## src/rtl/lz77_match_finder.sv

```systemverilog
// lz77_match_finder
// Serial greedy LZ77 match finder. Pulls bytes from the upstream input buffer
// one at a time, keeps them in a small lookahead buffer and a sliding
// dictionary window, and emits one (offset, length, next_char) token per step.
//
// Ports:
//   clk, rst          clock, asynchronous active-high reset
//   start, num_bytes  stream start pulse and stream length (sampled on start)
//   data_in, load     byte from input buffer, one-cycle request for next byte
//   tok_valid/ready   token handshake towards the token packer
//   tok_offset        match distance 1..WIN, 0 for a literal
//   tok_len           match length 0..LA-1
//   tok_char          byte following the match
//   done              one-cycle pulse once the stream is fully tokenised
module lz77_match_finder #(
    parameter int WIN   = 8,
    parameter int LA    = 4,
    parameter int OFF_W = 4,
    parameter int LEN_W = 2
) (
    input  logic             clk,
    input  logic             rst,
    input  logic             start,
    input  logic [4:0]       num_bytes,
    input  logic [7:0]       data_in,
    output logic             load,
    output logic             tok_valid,
    input  logic             tok_ready,
    output logic [OFF_W-1:0] tok_offset,
    output logic [LEN_W-1:0] tok_len,
    output logic [7:0]       tok_char,
    output logic             done
);
    localparam int WI_W = $clog2(WIN);
    localparam int LI_W = $clog2(LA);

    typedef enum logic [2:0] {
        S_IDLE, S_FILL_REQ, S_FILL_CAP, S_SEARCH, S_EMIT, S_SHIFT, S_DONE
    } state_t;

    state_t           state_q, state_d;
    logic [4:0]       num_q, num_d;
    logic [4:0]       consumed_q, consumed_d;
    logic [4:0]       la_cnt_q, la_cnt_d;
    logic [4:0]       win_cnt_q, win_cnt_d;
    logic [4:0]       cur_off_q, cur_off_d;
    logic [4:0]       cur_l_q, cur_l_d;
    logic [4:0]       best_off_q, best_off_d;
    logic [4:0]       best_len_q, best_len_d;
    logic [4:0]       shift_cnt_q, shift_cnt_d;
    logic [7:0]       win_q [WIN];
    logic [7:0]       win_d [WIN];
    logic [7:0]       la_q [LA];
    logic [7:0]       la_d [LA];
    logic             load_q, load_d;
    logic             tok_valid_q, tok_valid_d;
    logic [OFF_W-1:0] tok_offset_q, tok_offset_d;
    logic [LEN_W-1:0] tok_len_q, tok_len_d;
    logic [7:0]       tok_char_q, tok_char_d;
    logic             done_q, done_d;

    // search datapath temporaries
    logic [WI_W-1:0]  src_idx_w_s;
    logic [LI_W-1:0]  src_idx_l_s;
    logic [7:0]       src_byte_s;
    logic [7:0]       tgt_byte_s;
    logic             match_s;
    logic             stop_s;
    logic [4:0]       match_len_s;
    logic [4:0]       nb_len_s;
    logic [4:0]       nb_off_s;

    // next-state and datapath logic for the whole FSM
    always_comb begin
        state_d      = state_q;
        num_d        = num_q;
        consumed_d   = consumed_q;
        la_cnt_d     = la_cnt_q;
        win_cnt_d    = win_cnt_q;
        cur_off_d    = cur_off_q;
        cur_l_d      = cur_l_q;
        best_off_d   = best_off_q;
        best_len_d   = best_len_q;
        shift_cnt_d  = shift_cnt_q;
        win_d        = win_q;
        la_d         = la_q;
        tok_valid_d  = tok_valid_q;
        tok_offset_d = tok_offset_q;
        tok_len_d    = tok_len_q;
        tok_char_d   = tok_char_q;
        done_d       = 1'b0;

        // Source byte: inside the window while l<o, else it runs into the
        // lookahead itself, which is what allows overlapping matches.
        src_idx_w_s = WI_W'(win_cnt_q - cur_off_q + cur_l_q);
        src_idx_l_s = LI_W'(cur_l_q - cur_off_q);
        src_byte_s  = (cur_l_q < cur_off_q) ? win_q[src_idx_w_s] : la_q[src_idx_l_s];
        tgt_byte_s  = la_q[LI_W'(cur_l_q)];
        match_s     = (src_byte_s == tgt_byte_s);
        match_len_s = match_s ? 5'(cur_l_q + 5'd1) : cur_l_q;
        // Length is capped at la_cnt-1 so tok_char always has a byte.
        stop_s      = !match_s || (5'(cur_l_q + 5'd1) == 5'(la_cnt_q - 5'd1));
        // Strictly longer wins; offsets ascend so ties keep the nearer one.
        nb_len_s    = (match_len_s > best_len_q) ? match_len_s : best_len_q;
        nb_off_s    = (match_len_s > best_len_q) ? cur_off_q : best_off_q;

        case (state_q)
            S_IDLE: begin
                if (start) begin
                    num_d     = num_bytes;
                    win_cnt_d = 5'd0;
                    if (num_bytes == 5'd0) begin
                        done_d  = 1'b1;
                        state_d = S_DONE;
                    end else begin
                        la_d[0]    = data_in;
                        la_cnt_d   = 5'd1;
                        consumed_d = 5'd1;
                        state_d    = S_FILL_REQ;
                    end
                end else begin
                    state_d = S_IDLE;
                end
            end
            S_FILL_REQ: begin
                if ((la_cnt_q < 5'(LA)) && (consumed_q < num_q)) begin
                    state_d = S_FILL_CAP;
                end else if (la_cnt_q == 5'd0) begin
                    done_d  = 1'b1;
                    state_d = S_DONE;
                end else if ((win_cnt_q == 5'd0) || (la_cnt_q == 5'd1)) begin
                    // nothing to search: emit a literal straight away
                    best_len_d   = 5'd0;
                    best_off_d   = 5'd0;
                    tok_valid_d  = 1'b1;
                    tok_offset_d = {OFF_W{1'b0}};
                    tok_len_d    = {LEN_W{1'b0}};
                    tok_char_d   = la_q[0];
                    state_d      = S_EMIT;
                end else begin
                    cur_off_d  = 5'd1;
                    cur_l_d    = 5'd0;
                    best_len_d = 5'd0;
                    best_off_d = 5'd0;
                    state_d    = S_SEARCH;
                end
            end
            S_FILL_CAP: begin
                la_d[LI_W'(la_cnt_q)] = data_in;
                la_cnt_d   = 5'(la_cnt_q + 5'd1);
                consumed_d = 5'(consumed_q + 5'd1);
                state_d    = S_FILL_REQ;
            end
            S_SEARCH: begin
                best_len_d = nb_len_s;
                best_off_d = nb_off_s;
                if (stop_s) begin
                    if (cur_off_q == win_cnt_q) begin
                        tok_valid_d  = 1'b1;
                        tok_offset_d = (nb_len_s == 5'd0) ? {OFF_W{1'b0}} : OFF_W'(nb_off_s);
                        tok_len_d    = LEN_W'(nb_len_s);
                        tok_char_d   = la_q[LI_W'(nb_len_s)];
                        state_d      = S_EMIT;
                    end else begin
                        cur_off_d = 5'(cur_off_q + 5'd1);
                        cur_l_d   = 5'd0;
                    end
                end else begin
                    cur_l_d = 5'(cur_l_q + 5'd1);
                end
            end
            S_EMIT: begin
                if (tok_ready) begin
                    tok_valid_d  = 1'b0;
                    tok_offset_d = {OFF_W{1'b0}};
                    tok_len_d    = {LEN_W{1'b0}};
                    tok_char_d   = 8'd0;
                    shift_cnt_d  = 5'(best_len_q + 5'd1);
                    state_d      = S_SHIFT;
                end else begin
                    state_d = S_EMIT;
                end
            end
            S_SHIFT: begin
                // lookahead head moves to the window tail; oldest byte drops when full
                if (win_cnt_q == 5'(WIN)) begin
                    for (int i = 0; i < WIN - 1; i++) begin
                        win_d[i] = win_q[i + 1];
                    end
                    win_d[WIN-1] = la_q[0];
                end else begin
                    win_d[WI_W'(win_cnt_q)] = la_q[0];
                    win_cnt_d = 5'(win_cnt_q + 5'd1);
                end
                for (int i = 0; i < LA - 1; i++) begin
                    la_d[i] = la_q[i + 1];
                end
                la_d[LA-1]  = 8'd0;
                la_cnt_d    = 5'(la_cnt_q - 5'd1);
                shift_cnt_d = 5'(shift_cnt_q - 5'd1);
                if (shift_cnt_q == 5'd1) begin
                    state_d = S_FILL_REQ;
                end else begin
                    state_d = S_SHIFT;
                end
            end
            S_DONE: begin
                state_d = S_IDLE;
            end
            default: begin
                state_d = S_IDLE;
            end
        endcase

        // load is registered, so it is decided on entry to FILL_REQ
        load_d = (state_d == S_FILL_REQ) && (la_cnt_d < 5'(LA)) && (consumed_d < num_d);
    end

    // state register with asynchronous reset
    always_ff @(posedge clk or posedge rst) begin
        if (rst) begin
            state_q      <= S_IDLE;
            num_q        <= 5'd0;
            consumed_q   <= 5'd0;
            la_cnt_q     <= 5'd0;
            win_cnt_q    <= 5'd0;
            cur_off_q    <= 5'd0;
            cur_l_q      <= 5'd0;
            best_off_q   <= 5'd0;
            best_len_q   <= 5'd0;
            shift_cnt_q  <= 5'd0;
            for (int i = 0; i < WIN; i++) begin
                win_q[i] <= 8'd0;
            end
            for (int i = 0; i < LA; i++) begin
                la_q[i] <= 8'd0;
            end
            load_q       <= 1'b0;
            tok_valid_q  <= 1'b0;
            tok_offset_q <= {OFF_W{1'b0}};
            tok_len_q    <= {LEN_W{1'b0}};
            tok_char_q   <= 8'd0;
            done_q       <= 1'b0;
        end else begin
            state_q      <= state_d;
            num_q        <= num_d;
            consumed_q   <= consumed_d;
            la_cnt_q     <= la_cnt_d;
            win_cnt_q    <= win_cnt_d;
            cur_off_q    <= cur_off_d;
            cur_l_q      <= cur_l_d;
            best_off_q   <= best_off_d;
            best_len_q   <= best_len_d;
            shift_cnt_q  <= shift_cnt_d;
            win_q        <= win_d;
            la_q         <= la_d;
            load_q       <= load_d;
            tok_valid_q  <= tok_valid_d;
            tok_offset_q <= tok_offset_d;
            tok_len_q    <= tok_len_d;
            tok_char_q   <= tok_char_d;
            done_q       <= done_d;
        end
    end

    assign load       = load_q;
    assign tok_valid  = tok_valid_q;
    assign tok_offset = tok_offset_q;
    assign tok_len    = tok_len_q;
    assign tok_char   = tok_char_q;
    assign done       = done_q;

endmodule

```

## config.mk

```make
export PLATFORM = sky130hd
export DESIGN_NAME = lz77_match_finder
export DESIGN_NICKNAME = d
export VERILOG_FILES = /design/src/rtl/lz77_match_finder.sv
export SDC_FILE = /design/constraint.sdc
export NUM_CORES = 1
export LEC_CHECK = 0
export ABC_CLOCK_PERIOD_IN_PS = 8610
export BUFFER_PORTS_ARGS = -buffer_cell sky130_fd_sc_hd__buf_4
export CAP_MARGIN = 20
export CORE_ASPECT_RATIO = 1.25
export CORE_UTILIZATION = 30
export DETAILED_ROUTE_END_ITERATION = 16
export GPL_ROUTABILITY_DRIVEN = 0
export PLACE_DENSITY = 0.5
export SLEW_MARGIN = 30
export SYNTH_ARGS = -nofsm -noshare
export SYNTH_HDL_FRONTEND = slang
export SYNTH_SLANG_ARGS = --single-unit
export TNS_END_PERCENT = 20
```

## constraint.sdc

```tcl
create_clock -name clk -period 8.61 [get_ports clk]
set_clock_uncertainty 0.2 [all_clocks]
set_input_delay 0.4305 -clock clk [delete_from_list [all_inputs] [get_ports clk]]
set_output_delay 0.4305 -clock clk [all_outputs]
set_load 0.05 [all_outputs]
```

Word-level counts from Yosys, hierarchy flattened. Cells that the tools add are included.

Equal/unequal tests: 24. Bitwise operators: 6. Multipliers: 0. $add $sub $neg: 11. Shift operators: 0. Mux-type cells: 100. Div/mod/pow operators: 0. Reductions and logical operators: 26. $lt $le $gt $ge: 14.

Operators by type and width (number): 2-to-1 mux 8 bit (19); 2-to-1 mux 5 bit (23); bitwise mux 64 bit (1); 2-to-1 mux 64 bit (1); one-hot mux 5 bit (2 select lines) (6); binary-select mux 8 bit (select 2 bit) (3); one-hot mux 24 bit (2 select lines) (1); one-hot mux 8 bit (3 select lines) (2); bitwise mux 32 bit (1); 2-to-1 mux 4 bit (8); adder 5 x 1 -> 5 bit (second input constant) (6); binary-select mux 8 bit (select 3 bit) (1); demux 8 bit (select 3 bit) (1); 2-to-1 mux 3 bit (8); != test 2 bit (second input constant) (11); logical NOT 5 bit (4); one-hot mux 3 bit (6 select lines) (1); demux 8 bit (select 2 bit) (1); less-than comparator 5 bit (3); one-hot mux 5 bit (3 select lines) (1); >= comparator 3 bit (second input constant) (4); 2-to-1 mux 2 bit (6); inverter 2 -> 3 bit (4); one-hot mux 4 bit (3 select lines) (1); other kinds (34) (64).

Bits in registers: 160. Memories kept: 0. Word-level logic and storage cells: 209. Output and inout bits: 17. ROM bits: 0. Bits in latches: 0. Memory bits (writable): 0. Input bits: 17.

Depth between registers and ports, before layout.
Word-level depth: 18. Mapped depth: 30. Gate-level depth less buffers: 25.

Least setup slack after synthesis. Ideal clock, no wire load.

Path type: reg2reg. From: register cur_l_q[0]. To: register tok_char_q[0], in the netlist tok_char[0]. Path buffers: 3. Period minus slack after synthesis: 6245 ps. Path slack: 2365 ps. Library setup time: 68 ps. Cell stages (with the launch flop): 27. Arrival: 5977 ps. Required time: 8342 ps. Path through: dfrtp_1 -> buf_6 -> buf_6 -> inv_1 -> ha_1 -> inv_2 -> ha_1 -> inv_1 -> fa_1 -> buf_6 -> mux4_1 -> xor2_1 -> or3_1 -> o22ai_2 -> nand3_4 -> a211oi_1 -> xor2_1 -> ha_1 -> and3_1 -> o21ai_0 -> nand3b_1 -> nand2_1 -> nor2_1 -> a222oi_1 -> o211ai_2 -> nor3_1 -> a221o_1.

Cells in the longest elaborated chain, start to end: 17. Elaborated cells between the ends (all ways): 33. Those cells by class: add/sub: 3; order compare: 2; eq/ne: 3; mux: 18; bitwise: 4; reduce/logical: 3.

RTL lines: start: declaration (line 47) `logic [4:0] cur_l_q, cur_l_d;`; start signal: assignment (line 251) `cur_l_q <= cur_l_d;`; adder 3 bit or subtractor 2 bit (tied branches) (line 95, 96); inverter 3 -> 4 bit (not written as such) or inverter 2 -> 3 bit (tied branches) (line 97) `src_byte_s = (cur_l_q < cur_off_q) ? win_q[src_idx_w_s] : la_q[src_idx_l_s];`; binary-select mux 8 bit (select 3 bit) or binary-select mux 8 bit (select 2 bit) (tied branches) (line 97); 2-to-1 mux 8 bit (not written as such) (2 in a row) (line 97); 2-to-1 mux 8 bit (line 97); equality test 8 bit (line 99) `match_s = (src_byte_s == tgt_byte_s);`; 2-to-1 mux 5 bit (line 100) `match_len_s = match_s ? 5'(cur_l_q + 5'd1) : cur_l_q;`; > comparator 5 bit (line 104) `nb_len_s = (match_len_s > best_len_q) ? match_len_s : best_len_q;`; 2-to-1 mux 5 bit (line 104); inverter 2 -> 3 bit (not written as such) (line 162) `tok_char_d = la_q[LI_W'(nb_len_s)];`; binary-select mux 8 bit (select 2 bit) (line 162); 2-to-1 mux 8 bit (not written as such) (2 in a row) (line 162); 2-to-1 mux 8 bit (line 158) `if (cur_off_q == win_cnt_q) begin`; 2-to-1 mux 8 bit (line 157) `if (stop_s) begin`; one-hot mux 8 bit (3 select lines) (line 107) `case (state_q)`; end signal: assignment (line 261) `tok_char_q <= tok_char_d;`; end: declaration (line 59) `logic [7:0] tok_char_q, tok_char_d;`.

Several ways; a longest one is shown, not always the timed one. The select of a mux whose other input is x is not followed. A chain may end at the register's enable or synchronous reset.

Worst setup path after layout.
From: register cur_l_q[1]. To: register tok_char_q[3], in the netlist tok_char[3].

Same word-level chain as after synthesis.

==> impl_metrics.tcl <==
set metrics [dict create \
    run_status "complete, no violations" \
    final_net_count 1068 \
    timing.setup.tns_ns 0 \
    largest_register_ff_count 64 \
    number_of_h_tree_levels 4 \
    tritoncts "built" \
    timing.hold.worst.class "input port to flop" \
    synthXorXnorAreaFrac_pct 4.53 \
    synth_async_sr_flop_share_pct 100 \
    criticalPathCategory "flop to flop" \
    hpwl_um 20200 \
    final_cell_mix "160 x sky130_fd_sc_hd__dfrtp_1, 116 x sky130_fd_sc_hd__a21oi_1, 111 x sky130_fd_sc_hd__nand2_1" \
    timing.slew.headroom_pct 31.8 \
    io-pin-count 34 \
    ys_warn_count 0 \
    grt.met3_usage_pct 2.70 \
    intPower_uw 2520 \
    grt.met2_usage_pct 31.4 \
    post_cts_resize_count 0 \
    synth_cell_type_count 77 \
    synth.cell_area_um2 9750 \
    critical_path_buf_inv_count 1 \
    dpl_worst_slack_ns 0.986 \
    dieHeight_um 204 \
    grt_util_met1_pct 22.6 \
    rrSetupSlack_ns 1.02 \
    postSynthAreaPerCell_um2 9.61 \
    grt.busiest_layer "met2" \
    synth_sequential_area_ratio_pct 41.1 \
    leakage_uw 0.00477 \
    share_comb_of_total_power_pct 54.1 \
    achievable-frequency_ghz 0.132 \
    top_register "win_q" \
    antennaDiodeCount 0 \
    die_x_um 163 \
    grt_antenna_before_repair 0 \
    final_common_cell "sky130_fd_sc_hd__dfrtp_1" \
    clock_tree.root_cell "sky130_fd_sc_hd__clkbuf_16" \
    endpoint_of_the_most_critical_register_to_register_path "tok_char[3]" \
    cp_data_required_time_ns 8.74 \
    groute.usage.overall_pct 18.2 \
    timing.critical_path.to_type "flop" \
    cts.sink_count 160 \
    finish.instance_area_um2 10900 \
    cell_chain_critical_path "inv_1, fa_1, fa_1, mux4_1, xor2_1, or3_1, o22ai_2, nand3_4, a211oi_1, xor2_1, ha_1, and3_1, o21ai_0, nand3b_1, nand2_1, nor2_1, a222oi_1, o211ai_2, mux2i_1, o2bb2ai_1, a221o_1" \
    detailed_place.area_um2 10300 \
    dominant_combinational_cell_family_by_area_after_synthesis "compound AO/OA/AOI/OAI gates" \
    synthToLayoutAreaGrowth_pct 12.1 \
    muxShareOfSynthArea_pct 10.5 \
    worst_hold_startpoint "num_bytes[4]" \
    worst_ir_drop_vdd_uv 231 \
    report.final.hold_viol_count 0 \
    grt_remaining_overflow 0 \
    worstHoldPathCells 3 \
    unrepaired_setup_endpoints_after_global_routing "false" \
    synth_compound_gate_area_share_pct 20.1 \
    worst_setup_path_start_kind "flop" \
    share_of_final_layout_standard_cells_stronger_than_drive_strength_1_pct 13.2 \
    timing_max_transition_violations_final 0 \
    floorplan.die_area_um2 33200 \
    synthesis.nets 1067 \
    swShare_pct 46.0 \
    synthesis.instances 1015 \
    netSwitchingPower_uw 2150 \
    crit_path_top_delay_cell "sky130_fd_sc_hd__fa_1" \
    postSynthRegisterBits 160 \
    wire_per_inst_um 19.9 \
    timing.critical_path.arrival_ns 7.71 \
    finalSetupViolations 0 \
    period_minus_slack_ns 7.59 \
    drc 0 \
    timing.final.crit_share_pct 88.1 \
    total_vias_in_the_final_route 7780 \
    numPortBuffers 33 \
    timing.max_cap.violations 0 \
    initial_utilization_pct 30.6 \
    timing.critical_path.max_delay_family "compound AO/OA/AOI/OAI gates" \
    cp_max_fo 14 \
    fin_worst_hold_slack_ns 0.0192 \
    power_frac_clock_pct 16.5 \
    tritoncts.num_buffers 17 \
    pin_count_of_the_biggest_net_entering_global_routing 99 \
    basic_gate_share_of_the_synthesized_area_counting_and_or_nand_and_nor_cells_pct 14.7 \
    rr_startpoint "cur_l_q[1]" \
    power.density_cell_area_nw_per_um2 428 \
    clk-insertion-delay-late_ns 0.44 \
    cp_num_cells 21 \
    tightestPinTransition_ns 1.02 \
    routed_wl_um 28700 \
    detailedRoute.firstPassIterationCount 5 \
    antenna_violating_nets_post_route 0 \
    cts.clk_slew.worst_paths_ns 0.07 \
    power_frac_seq_pct 29.4 \
    grt_pass1_wl_um 46000 \
    hold_path_end "num_q[4]" \
    clock_tree.buffer_depth 2 \
    fp-row-count 73 \
    finalWorstSetupSlack_ns 1.02 \
    synth-edff-count 0 \
    timing.reg2reg.worst_path_depth 21 \
    via_count_of_the_first_global_routing_pass 7937 \
    via_per_inst 5.40 \
    synthAdderAreaFrac_pct 4.65 \
    drt-initial-drc-count 527 \
    timing.critical_path.slowest_cell_delay_ns 1.03 \
    dominantRegCellSynth "sky130_fd_sc_hd__dfrtp_1" \
    fp.coreArea_um2 31900 \
]
==> area by class of cell <==
class,count,area (um2)
timing repair buffer,45,344
clock buffer,23,498
fill,3207,20900
inverter,34,135
multi-input combinational,758,5340
tap,412,515
sequential,160,4000
clock inverter,9,97.6
==> logic make-up (layout without fill, tap and decap cells) <==
group / after synthesis / count (layout)
AO/OA/AOI/OAI: 316 / 316
XOR/XNOR: 47 / 47
adder cells (fa/ha/maj): 35 / 35
buffers and inverters: 97 / 111
flip-flops: 160 / 160
multiplexers: 57 / 57
AND/OR/NAND/NOR: 303 / 303
==> synthesized netlist by cell type, drive strengths merged, types with 23 or more instances <==
library cell	n	area share, %
inv	33	1.3
o22ai	36	2.4
nand3	24	1.4
a21oi	120	6.3
o21ai	76	3.9
nand2	111	4.3
clkbuf	41	1.6
nor2	76	2.9
dfrtp	160	41
mux4	32	7.8
xnor2	31	2.9
and2	23	1.5
ha	33	4.2
==> stage by stage <==
step / total power (uW) / util, % / std cells
floorplan: 3270 / - / 1015
global placement: 3900 / 32.3 / 1408
detailed placement: 3920 / 32.4 / 1408
CTS: 4700 / 34.2 / 1440
global route: 5020 / 34.3 / 1441
finish: 4670 / 34.3 / 1441
==> how the worst max path moves through the flow <==
stage          startpoint           to  slack [ns]
2_1_floorplan  cur_l_q[0]  tok_char[0]        2.37
3_3_place_gp   cur_l_q[1]  tok_char[4]        1.17
3_5_place_dp   cur_l_q[1]  tok_char[5]        0.99
4_1_cts        cur_l_q[1]  tok_char[3]        0.94
5_1_grt        cur_l_q[1]  tok_char[6]        0.31
6_report       cur_l_q[1]  tok_char[3]        1.02
==> power by group through the flow <==
stage	logic [uW]	clock network (uW)	registers, uW
global placement	2510	0	1390
finish	2530	771	1380
floorplan	2030	0	1240
global route	2800	815	1410
detailed placement	2540	0	1380
CTS	2540	786	1370
==> worst register-to-register path, stage by stage, from the launching register on <==
cell and delay [ns]:
sky130_fd_sc_hd__dfrtp_1 0.72, sky130_fd_sc_hd__inv_1 0.23, sky130_fd_sc_hd__fa_1 0.51, sky130_fd_sc_hd__fa_1 1.03
sky130_fd_sc_hd__mux4_1 0.66, sky130_fd_sc_hd__xor2_1 0.15, sky130_fd_sc_hd__or3_1 0.36, sky130_fd_sc_hd__o22ai_2 0.15
sky130_fd_sc_hd__nand3_4 0.17, sky130_fd_sc_hd__a211oi_1 0.32, sky130_fd_sc_hd__xor2_1 0.25, sky130_fd_sc_hd__ha_1 0.29
sky130_fd_sc_hd__and3_1 0.18, sky130_fd_sc_hd__o21ai_0 0.11, sky130_fd_sc_hd__nand3b_1 0.20, sky130_fd_sc_hd__nand2_1 0.30
sky130_fd_sc_hd__nor2_1 0.07, sky130_fd_sc_hd__a222oi_1 0.50, sky130_fd_sc_hd__o211ai_2 0.46, sky130_fd_sc_hd__mux2i_1 0.28
sky130_fd_sc_hd__o2bb2ai_1 0.08, sky130_fd_sc_hd__a221o_1 0.27
==> repair_timing <==
action / CTS / global route
buffers inserted: 0 / 0
endpoints found under the hold margin: 0 / 45
hold buffers: 0 / 1
==> routing by layer <==
layer / part of all wire, % / routed length, um
met1: 43 / 12200
met4: 2.5 / 703
met5: 0 / 0
met2: 52 / 15000
met3: 2.7 / 762
No activity file was read; power rests on OpenSTA's default activity.
